==> config.mk <==
export PLATFORM = sky130hd
export DESIGN_NAME = synth_spi_slave
export DESIGN_NICKNAME = d
export VERILOG_FILES = /design/src/rtl/protocol_pkg.sv /design/src/rtl/spi_pkg.sv /design/src/rtl/spi_sync.sv /design/src/rtl/synth_spi_slave.sv
export SDC_FILE = /design/constraint.sdc
export NUM_CORES = 1
export LEC_CHECK = 0
export CORE_UTILIZATION = 55
export CTS_BUF_LIST = sky130_fd_sc_hd__clkbuf_4 sky130_fd_sc_hd__clkbuf_8
export DETAILED_ROUTE_END_ITERATION = 8
export PLACE_DENSITY = 0.78
export SLEW_MARGIN = 0
export SYNTH_ARGS = -nofsm -noshare
export SYNTH_HDL_FRONTEND = slang
export SYNTH_SLANG_ARGS = --single-unit
==> constraint.sdc <==
create_clock -name clk -period 2.85 [get_ports clk]
set_clock_uncertainty 0.2 [all_clocks]
set_input_delay 0.4275 -clock clk [delete_from_list [all_inputs] [get_ports clk]]
set_output_delay 0.4275 -clock clk [all_outputs]
set_load 0.005 [all_outputs]
==> src/rtl/protocol_pkg.sv <==
// -----------------------------------------------------------------------------
// protocol_pkg
// Purpose : MCU <-> FPGA frame layout shared by the SPI link and the synth
//           core. synth_t is the packed register image carried over SPI; the
//           first byte on the wire is the most significant byte of the struct.
// Ports   : none (package).
// -----------------------------------------------------------------------------
package protocol_pkg;

  localparam int NUM_WAVE_GENS = 4;

  // Byte-wide so the whole struct stays a multiple of 8 bits.
  typedef enum logic [7:0] {
    SAWTOOTH = 8'd0,
    SIN      = 8'd1,
    SQUARE   = 8'd2,
    PIANO    = 8'd3
  } wave_shape_t;

  typedef struct packed {
    logic [31:0] gain;
    logic [31:0] duration;
  } envelope_t;

  typedef struct packed {
    logic [31:0] freq;
    wave_shape_t shape;
    envelope_t   envelope;
  } wave_gen_t;

  typedef struct packed {
    logic [31:0]                       reverb;
    logic [31:0]                       volume;
    wave_gen_t [NUM_WAVE_GENS-1:0]     wave_gens;
  } synth_t;

endpackage

==> src/rtl/spi_pkg.sv <==
// -----------------------------------------------------------------------------
// spi_pkg
// Purpose : constants and types for the SPI slave that loads synth_t frames.
//           SYNTH_FRAME_BYTES : bytes in one synth_t frame.
//           SPI_ECHO_PREAMBLE : byte echoed on MISO while byte 0 is received.
//           spi_state_t       : receive FSM states.
// Ports   : none (package).
// -----------------------------------------------------------------------------
package spi_pkg;

  localparam int SYNTH_FRAME_BYTES = $bits(protocol_pkg::synth_t) / 8;

  localparam logic [7:0] SPI_ECHO_PREAMBLE = 8'hA5;

  typedef enum logic [1:0] {
    IDLE   = 2'd0,
    ACTIVE = 2'd1,
    CHECK  = 2'd2
  } spi_state_t;

endpackage

==> src/rtl/spi_sync.sv <==
// -----------------------------------------------------------------------------
// spi_sync
// Purpose : multi-flop synchroniser for one asynchronous pin, followed by a
//           rise/fall detector on the synchronised level. All instances share
//           the same depth, so signals sampled together keep equal delay.
// Ports   :
//   clk      in   system clock
//   rst_n    in   asynchronous active-low reset (chain clears to 0)
//   i_async  in   asynchronous pin
//   o_level  out  synchronised level
//   o_rise   out  one-clk pulse on a synchronised 0->1 transition
//   o_fall   out  one-clk pulse on a synchronised 1->0 transition
// -----------------------------------------------------------------------------
module spi_sync #(
  parameter int STAGES = 2
) (
  input  logic clk,
  input  logic rst_n,
  input  logic i_async,
  output logic o_level,
  output logic o_rise,
  output logic o_fall
);

  logic [STAGES-1:0] r_sync;
  logic              r_prev;

  always_ff @(posedge clk or negedge rst_n) begin
    if (!rst_n) begin
      r_sync <= '0;
      r_prev <= 1'b0;
    end else begin
      r_sync <= {r_sync[STAGES-2:0], i_async};
      r_prev <= r_sync[STAGES-1];
    end
  end

  assign o_level = r_sync[STAGES-1];
  assign o_rise  = r_sync[STAGES-1] & ~r_prev;
  assign o_fall  = ~r_sync[STAGES-1] & r_prev;

endmodule

==> src/rtl/synth_spi_slave.sv <==
// -----------------------------------------------------------------------------
// synth_spi_slave
// Purpose : SPI mode-0 slave that receives one complete synth_t frame from the
//           MCU, assembles it in a shadow buffer and commits it atomically to
//           synth_out. Bits are LSB first; byte 0 lands in the MSB byte.
//           Incomplete, partial-byte or overlong frames are discarded with a
//           frame_err pulse and synth_out keeps its previous value.
// Config  : define SPI_ECHO_EN to echo the previously received byte on MISO
//           (8'hA5 during byte 0). Without it MISO is tied low.
// Ports   :
//   clk          in   system clock, rising edge
//   rst_n        in   asynchronous active-low reset
//   sclk         in   SPI clock (async)
//   csel         in   SPI chip select, active low (async)
//   mosi         in   SPI data in (async)
//   miso         out  SPI data out
//   synth_out    out  last committed frame
//   frame_valid  out  one-clk pulse when synth_out is updated
//   frame_err    out  one-clk pulse when a frame is discarded
//   busy         out  high while a frame is in progress
//   o_dbg_state  out  receive FSM state (spi_state_t encoding)
//
// Handshake: there is no backpressure. frame_valid and frame_err are single
// cycle strobes; synth_out is stable from the frame_valid cycle until the next
// frame_valid (or reset), so a consumer may latch it at any time in between.
// -----------------------------------------------------------------------------
module synth_spi_slave
  import spi_pkg::*;
#(
  parameter int FRAME_BYTES = SYNTH_FRAME_BYTES,
  parameter int SYNC_STAGES = 2
) (
  input  logic                     clk,
  input  logic                     rst_n,
  input  logic                     sclk,
  input  logic                     csel,
  input  logic                     mosi,
  output logic                     miso,
  output logic [FRAME_BYTES*8-1:0] synth_out,
  output logic                     frame_valid,
  output logic                     frame_err,
  output logic                     busy,
  output logic [1:0]               o_dbg_state
);

  localparam int CNT_W = $clog2(FRAME_BYTES + 1);

  // ---------------------------------------------------------------------------
  // Pin synchronisers
  // ---------------------------------------------------------------------------
  logic w_sclk_level;
  logic w_sclk_rise;
  logic w_sclk_fall;
  logic w_csel_level;
  logic w_csel_rise;
  logic w_csel_fall;
  logic w_mosi;
  logic w_mosi_rise;
  logic w_mosi_fall;

  spi_sync #(.STAGES(SYNC_STAGES)) u_sync_sclk (
    .clk     (clk),
    .rst_n   (rst_n),
    .i_async (sclk),
    .o_level (w_sclk_level),
    .o_rise  (w_sclk_rise),
    .o_fall  (w_sclk_fall)
  );

  spi_sync #(.STAGES(SYNC_STAGES)) u_sync_csel (
    .clk     (clk),
    .rst_n   (rst_n),
    .i_async (csel),
    .o_level (w_csel_level),
    .o_rise  (w_csel_rise),
    .o_fall  (w_csel_fall)
  );

  spi_sync #(.STAGES(SYNC_STAGES)) u_sync_mosi (
    .clk     (clk),
    .rst_n   (rst_n),
    .i_async (mosi),
    .o_level (w_mosi),
    .o_rise  (w_mosi_rise),
    .o_fall  (w_mosi_fall)
  );

  // Edge/level outputs that this block does not need.
  logic [3:0] w_unused_sync;
  assign w_unused_sync = {w_sclk_level, w_csel_level, w_mosi_rise, w_mosi_fall};

  // ---------------------------------------------------------------------------
  // Receive FSM
  // ---------------------------------------------------------------------------
  spi_state_t r_state;
  spi_state_t w_next_state;

  logic [2:0]             r_bit_cnt;
  logic [CNT_W-1:0]       r_byte_cnt;
  logic                   r_overrun;
  logic [6:0]             r_shift;
  logic [FRAME_BYTES*8-1:0] r_shadow;
  logic [FRAME_BYTES*8-1:0] r_synth_out;
  logic                   r_frame_valid;
  logic                   r_frame_err;

  logic w_busy;
  logic w_commit;
  logic w_discard;
  logic w_frame_ok;
  logic w_start;
  logic w_sample;
  logic w_frame_full;
  logic w_byte_done;
  logic [7:0] w_byte;

  always_ff @(posedge clk or negedge rst_n) begin
    if (!rst_n) begin
      r_state <= IDLE;
    end else begin
      r_state <= w_next_state;
    end
  end

  always_comb begin
    w_next_state = r_state;
    case (r_state)
      IDLE:    if (w_csel_fall) w_next_state = ACTIVE;
      ACTIVE:  if (w_csel_rise) w_next_state = CHECK;
      CHECK:   w_next_state = IDLE;
      default: w_next_state = IDLE;
    endcase
  end

  assign w_frame_full = (r_byte_cnt == CNT_W'(FRAME_BYTES));
  assign w_frame_ok   = w_frame_full && (r_bit_cnt == 3'd0) && !r_overrun;

  always_comb begin
    w_busy    = 1'b0;
    w_commit  = 1'b0;
    w_discard = 1'b0;
    case (r_state)
      ACTIVE: w_busy = 1'b1;
      CHECK: begin
        w_busy    = 1'b1;
        w_commit  = w_frame_ok;
        w_discard = !w_frame_ok;
      end
      default: w_busy = 1'b0;
    endcase
  end

  // ---------------------------------------------------------------------------
  // Deserialiser
  // ---------------------------------------------------------------------------
  assign w_start = (r_state == IDLE) && w_csel_fall;

  // A csel rise in the same cycle as an sclk rise ends the frame; that bit is
  // dropped and the frame is judged on the counts already accumulated.
  assign w_sample    = (r_state == ACTIVE) && w_sclk_rise && !w_csel_rise;
  assign w_byte_done = w_sample && !w_frame_full && (r_bit_cnt == 3'd7);

  // Right-shifting register: after seven bits the first one sits in bit 0, so
  // the eighth (live) bit completes the LSB-first byte on top.
  assign w_byte = {w_mosi, r_shift};

  always_ff @(posedge clk or negedge rst_n) begin
    if (!rst_n) begin
      r_bit_cnt  <= '0;
      r_byte_cnt <= '0;
      r_overrun  <= 1'b0;
      r_shift    <= '0;
    end else if (w_start) begin
      r_bit_cnt  <= '0;
      r_byte_cnt <= '0;
      r_overrun  <= 1'b0;
    end else if (w_sample) begin
      if (w_frame_full) begin
        r_overrun <= 1'b1;
      end else begin
        r_shift   <= {w_mosi, r_shift[6:1]};
        r_bit_cnt <= r_bit_cnt + 3'd1;
        if (r_bit_cnt == 3'd7) begin
          r_byte_cnt <= r_byte_cnt + CNT_W'(1);
        end
      end
    end
  end

  always_ff @(posedge clk or negedge rst_n) begin
    if (!rst_n) begin
      r_shadow <= '0;
    end else if (w_byte_done) begin
      for (int i = 0; i < FRAME_BYTES; i++) begin
        if (r_byte_cnt == CNT_W'(i)) begin
          r_shadow[FRAME_BYTES*8-1-8*i -: 8] <= w_byte;
        end
      end
    end
  end

  // ---------------------------------------------------------------------------
  // Commit / discard
  // ---------------------------------------------------------------------------
  always_ff @(posedge clk or negedge rst_n) begin
    if (!rst_n) begin
      r_synth_out   <= '0;
      r_frame_valid <= 1'b0;
      r_frame_err   <= 1'b0;
    end else begin
      r_frame_valid <= w_commit;
      r_frame_err   <= w_discard;
      if (w_commit) begin
        r_synth_out <= r_shadow;
      end
    end
  end

  assign synth_out   = r_synth_out;
  assign frame_valid = r_frame_valid;
  assign frame_err   = r_frame_err;
  assign busy        = w_busy;
  assign o_dbg_state = r_state;

  // ---------------------------------------------------------------------------
  // MISO echo
  // ---------------------------------------------------------------------------
`ifdef SPI_ECHO_EN
  logic [7:0] r_echo;
  logic       r_miso;

  // Bit 0 of the preamble is presented as soon as the frame opens, since in
  // mode 0 the first sclk rise comes before any falling edge. Each later bit
  // is the echo byte indexed by the bit counter after the preceding rise.
  always_ff @(posedge clk or negedge rst_n) begin
    if (!rst_n) begin
      r_echo <= '0;
      r_miso <= 1'b0;
    end else if (w_start) begin
      r_echo <= SPI_ECHO_PREAMBLE;
      r_miso <= SPI_ECHO_PREAMBLE[0];
    end else if (r_state != ACTIVE) begin
      r_miso <= 1'b0;
    end else begin
      if (w_byte_done) begin
        r_echo <= w_byte;
      end
      if (w_sclk_fall) begin
        r_miso <= r_echo[r_bit_cnt];
      end
    end
  end

  assign miso = r_miso;
`else
  logic w_unused_sclk_fall;
  assign w_unused_sclk_fall = w_sclk_fall;
  assign miso = 1'b0;
`endif

endmodule

==> metrics.md <==
| Metric | Value |
|---|---|
| Hold crit path type | `input port to async pin` |
| Die footprint | `69,700 um2` |
| Synth Instances | `2,244` |
| Layout area overhead | `26.0%` |
| Critical Path Start Type | `register` |
| Tcrit/Tclk final | `95.6%` |
| Worst IR Drop VDD | `0.423 mV` |
| Die W | `264 um` |
| GRT Util Overall | `27.8%` |
| Leakage | `23.7 nW` |
| Drt first pass iters | `4` |
| Max stage delay on crit path | `0.40 ns` |
| Syn Area/Cell | `16.8 um2` |
| Slew @ Worst Pin | `0.815 ns` |
| Top cell type's share of synthesized area | `65.6%` |
| Antenna Nets Post-Route | `0` |
| Tot Pwr | `0.0279 W` |
| Via count | `21,300` |
| Sequential share of the synthesized area | `65.6%` |
| Reg2reg setup slack | `0.12 ns` |
| I/O pin count | `491` |
| Vias per cell | `5.53` |
| PortBufs | `489` |
| CTS buffer count | `156` |
| GPL Wtd Cong | `0.826` |
| CORE AREA | `67,500 um2` |
| Final hold violation count | `0` |
| Worst-path clk slew | `0.06 ns` |
| Initial antenna violation count | `3` |
| Run status | `finished, final reports clean` |
| Share of post-route cells with drive strength above 1 | `47.2%` |
| Later-pin clock latency in the skew report | `0.80 ns` |
| Worst path arrival time | `3.19 ns` |
| Yosys warnings | `0` |
| Clock sinks | `989` |
| Post-Syn Area | `37,700 um2` |
| Vias in the first global route | `23,500` |
| Initial Util | `55.9%` |
| Setup crit end kind | `register` |
| PD cells | `587 nW/um2` |
| Rel. slew slack | `45.7%` |
| Ys async rst share | `100%` |
| Post-synth net total | `2,260` |
| Main flop type after synthesis | `dfrtp_1` |
| DRT iter0 DRCs | `1,050` |
| Residual DRC count | `0` |
| CTS root buf | `clkbuf_8` |
| CTS tree | `yes` |
| Crit path kind | `register to register` |
| Slew Viols, Final | `0` |
| Total grt overflow | `0` |
| Dpl cell area | `44,200 um2` |
| Pin count of the biggest net entering global routing | `123` |
| Minimum clock period | `2.73 ns` |
| Post-DR wirelength/cell | `24.4 um` |
| Fmax | `0.367 GHz` |
| H-Tree Level Count | `4` |
| WP data required | `3.31 ns` |
| Synth area leaders | `dfrtp_1, mux2_2, buf_2` |
| Sequence of cells on the critical path | `ha_1, ha_1, nor3b_1, nand4_2, buf_4, nor2_2, buf_4, mux2_2` |
| Area leader, netlist | `dfrtp_1` |
| Post-synth EDFFs | `0` |
| Die Ht | `264 um` |
| Crit path max fanout | `16` |
| Design area | `47,500 um2` |
| Count of final setup violators | `0` |
| First-pass GRT wire length | `146 mm` |
| Clk buf depth | `3` |
| # rows | `95` |
| Hpwl dp | `63.3 mm` |
| Synth unique cells | `49` |
| Maxcap violations | `0` |
| Final WL | `94.2 mm` |
| Layout Nets | `2,885` |
| Yosys reg bits | `989` |
| Slowest CP cell | `dfrtp_1` |
-- metal layers --
metal | track usage (%) | share of wire [%] | vias to the layer above
li1 | - | - | 9184
met1 | 35.7 | 42 | 11500
met2 | 46.6 | 51 | 514
met3 | 6.53 | 5.0 | 153
met4 | 9.49 | 2.7 | 0
met5 | 0 | 0 | -
-- power breakdown --
part | switching, W | internal (W) | total (W)
Sequential | 0.000266 | 0.0141 | 0.0144
Combinational | 0.000993 | 0.000317 | 0.00131
Clock | 0.00547 | 0.00673 | 0.0122
Total | 0.00673 | 0.0212 | 0.0279
-- Yosys cell counts (9+ instances only) --
| cell | instances |
|---|---|
| a21oi_1 | 9 |
| buf_2 | 56 |
| buf_6 | 14 |
| clkbuf_1 | 50 |
| dfrtp_1 | 989 |
| ha_1 | 11 |
| inv_1 | 11 |
| mux2_1 | 10 |
| mux2_2 | 950 |
| nand2_1 | 14 |
| nand4_4 | 9 |
| nor2_2 | 19 |
| nor2_4 | 10 |
| nor3_4 | 10 |
-- sequential cells by signal (all words and copies together), names as in the netlist --
| signal | flops |
|---|---|
| r_bit_cnt | 3 |
| o_dbg_state | 2 |
| u_sync_mosi.r_sync | 2 |
| r_shadow | 480 |
| u_sync_csel.r_prev | 1 |
| u_sync_csel.r_sync | 2 |
| r_overrun | 1 |
| r_byte_cnt | 6 |
| u_sync_sclk.r_prev | 1 |
| frame_valid | 1 |
| synth_out | 480 |
| frame_err | 1 |
| u_sync_sclk.r_sync | 2 |
| r_shift | 7 |
-- cell type report --
type | instances | area [um2]
multi-input combinational | 1115 | 12300
sequential | 989 | 24800
fill | 4409 | 20000
antenna | 4 | 10.0
clock buffer | 234 | 2950
tap | 873 | 1090
clock inverter | 34 | 283
inverter | 11 | 53.8
timing repair buffer | 596 | 6120
-- cells in the final DEF (no fill, tap or decap), types with 4 or more instances in the layout --
cell,netlist,layout
clkinv_2,0,17
mux2_4,8,8
inv_6,0,4
nor2_1,6,6
nor3_2,4,4
ha_1,11,11
nor2_2,19,18
nand3_1,7,7
mux2_2,950,950
buf_12,0,33
mux2_1,10,10
nor2_4,10,11
buf_4,8,70
nand4_4,9,9
a21oi_1,9,9
dfrtp_1,989,981
inv_1,11,10
clkinvlp_4,0,6
dfrtp_2,0,8
clkbuf_4,0,44
nand2_1,14,14
nand2_2,4,4
nor3_4,10,10
dlygate4sd3_1,0,4
clkbuf_8,0,190
clkdlybuf4s50_1,0,487
diode_2,0,4
-- through the flow --
step	setup slack [ns]	hold slack (ns)	cells	setup TNS [ns]	util, %
after floorplan	0.430	-0.0681	2244	0	-
after global placement	0.145	0.140	3577	0	65.4
after detailed placement	0.0614	0.145	3577	0	65.4
after CTS	0.0643	0.0900	3850	0	70.3
after global routing	-0.0138	0.115	3854	-0.0241	70.4
final	0.124	0.149	3856	0	70.4
-- kinds of logic (layout without fill, tap and decap cells) --
kind of cell / Yosys count / count (layout) / synth area share (%)
AO/OA/AOI/OAI: 21 / 21 / 0.401
XOR/XNOR: 1 / 1 / 0.0232
adder cells (fa/ha/maj): 11 / 11 / 0.365
buffers and inverters: 140 / 875 / 1.94
flip-flops: 989 / 989 / 65.6
multiplexers: 968 / 968 / 29.0
other: 1 / 5 / 0.00994
AND/OR/NAND/NOR: 113 / 113 / 2.70
-- worst paths after layout --
path | start | end | depth (start not counted)
worst max-delay path | r_bit_cnt[0]$_DFFE_PN0P_ | r_shadow[379]$_DFFE_PN0P_ | 8
worst min-delay path | rst_n | r_shadow[129]$_DFFE_PN0P_ | 3
worst max register to register | r_bit_cnt[0]$_DFFE_PN0P_ | r_shadow[379]$_DFFE_PN0P_ | 8
worst min register to register | u_sync_sclk.r_sync[0]$_DFF_PN0_ | u_sync_sclk.r_sync[1]$_DFF_PN0_ | 0
max in group asynchronous | rst_n | synth_out[459]$_DFFE_PN0P_ | 4
min in group clk | u_sync_sclk.r_sync[0]$_DFF_PN0_ | u_sync_sclk.r_sync[1]$_DFF_PN0_ | 0
-- critical path, delay by kind of cell, from the launching register on --
family	cells	cell delay [ns]
buf+inv	2	0.53
flops	1	0.40
fa+ha+maj	2	0.50
mux	1	0.35
simple gates	3	0.63
-- timing repair --
| action | CTS | global route |
|---|---|---|
| cloned | 0 | 0 |
| buffers inserted | 0 | 2 |
| setup endpoints to repair | 1 | 106 |
| hold buffers | 5 | 0 |
| gates resized for setup | 1 | 2 |
| hold endpoints to repair | 581 | 0 |
| pin swaps | 0 | 2 |
No activity file was read; power rests on OpenSTA's default activity.
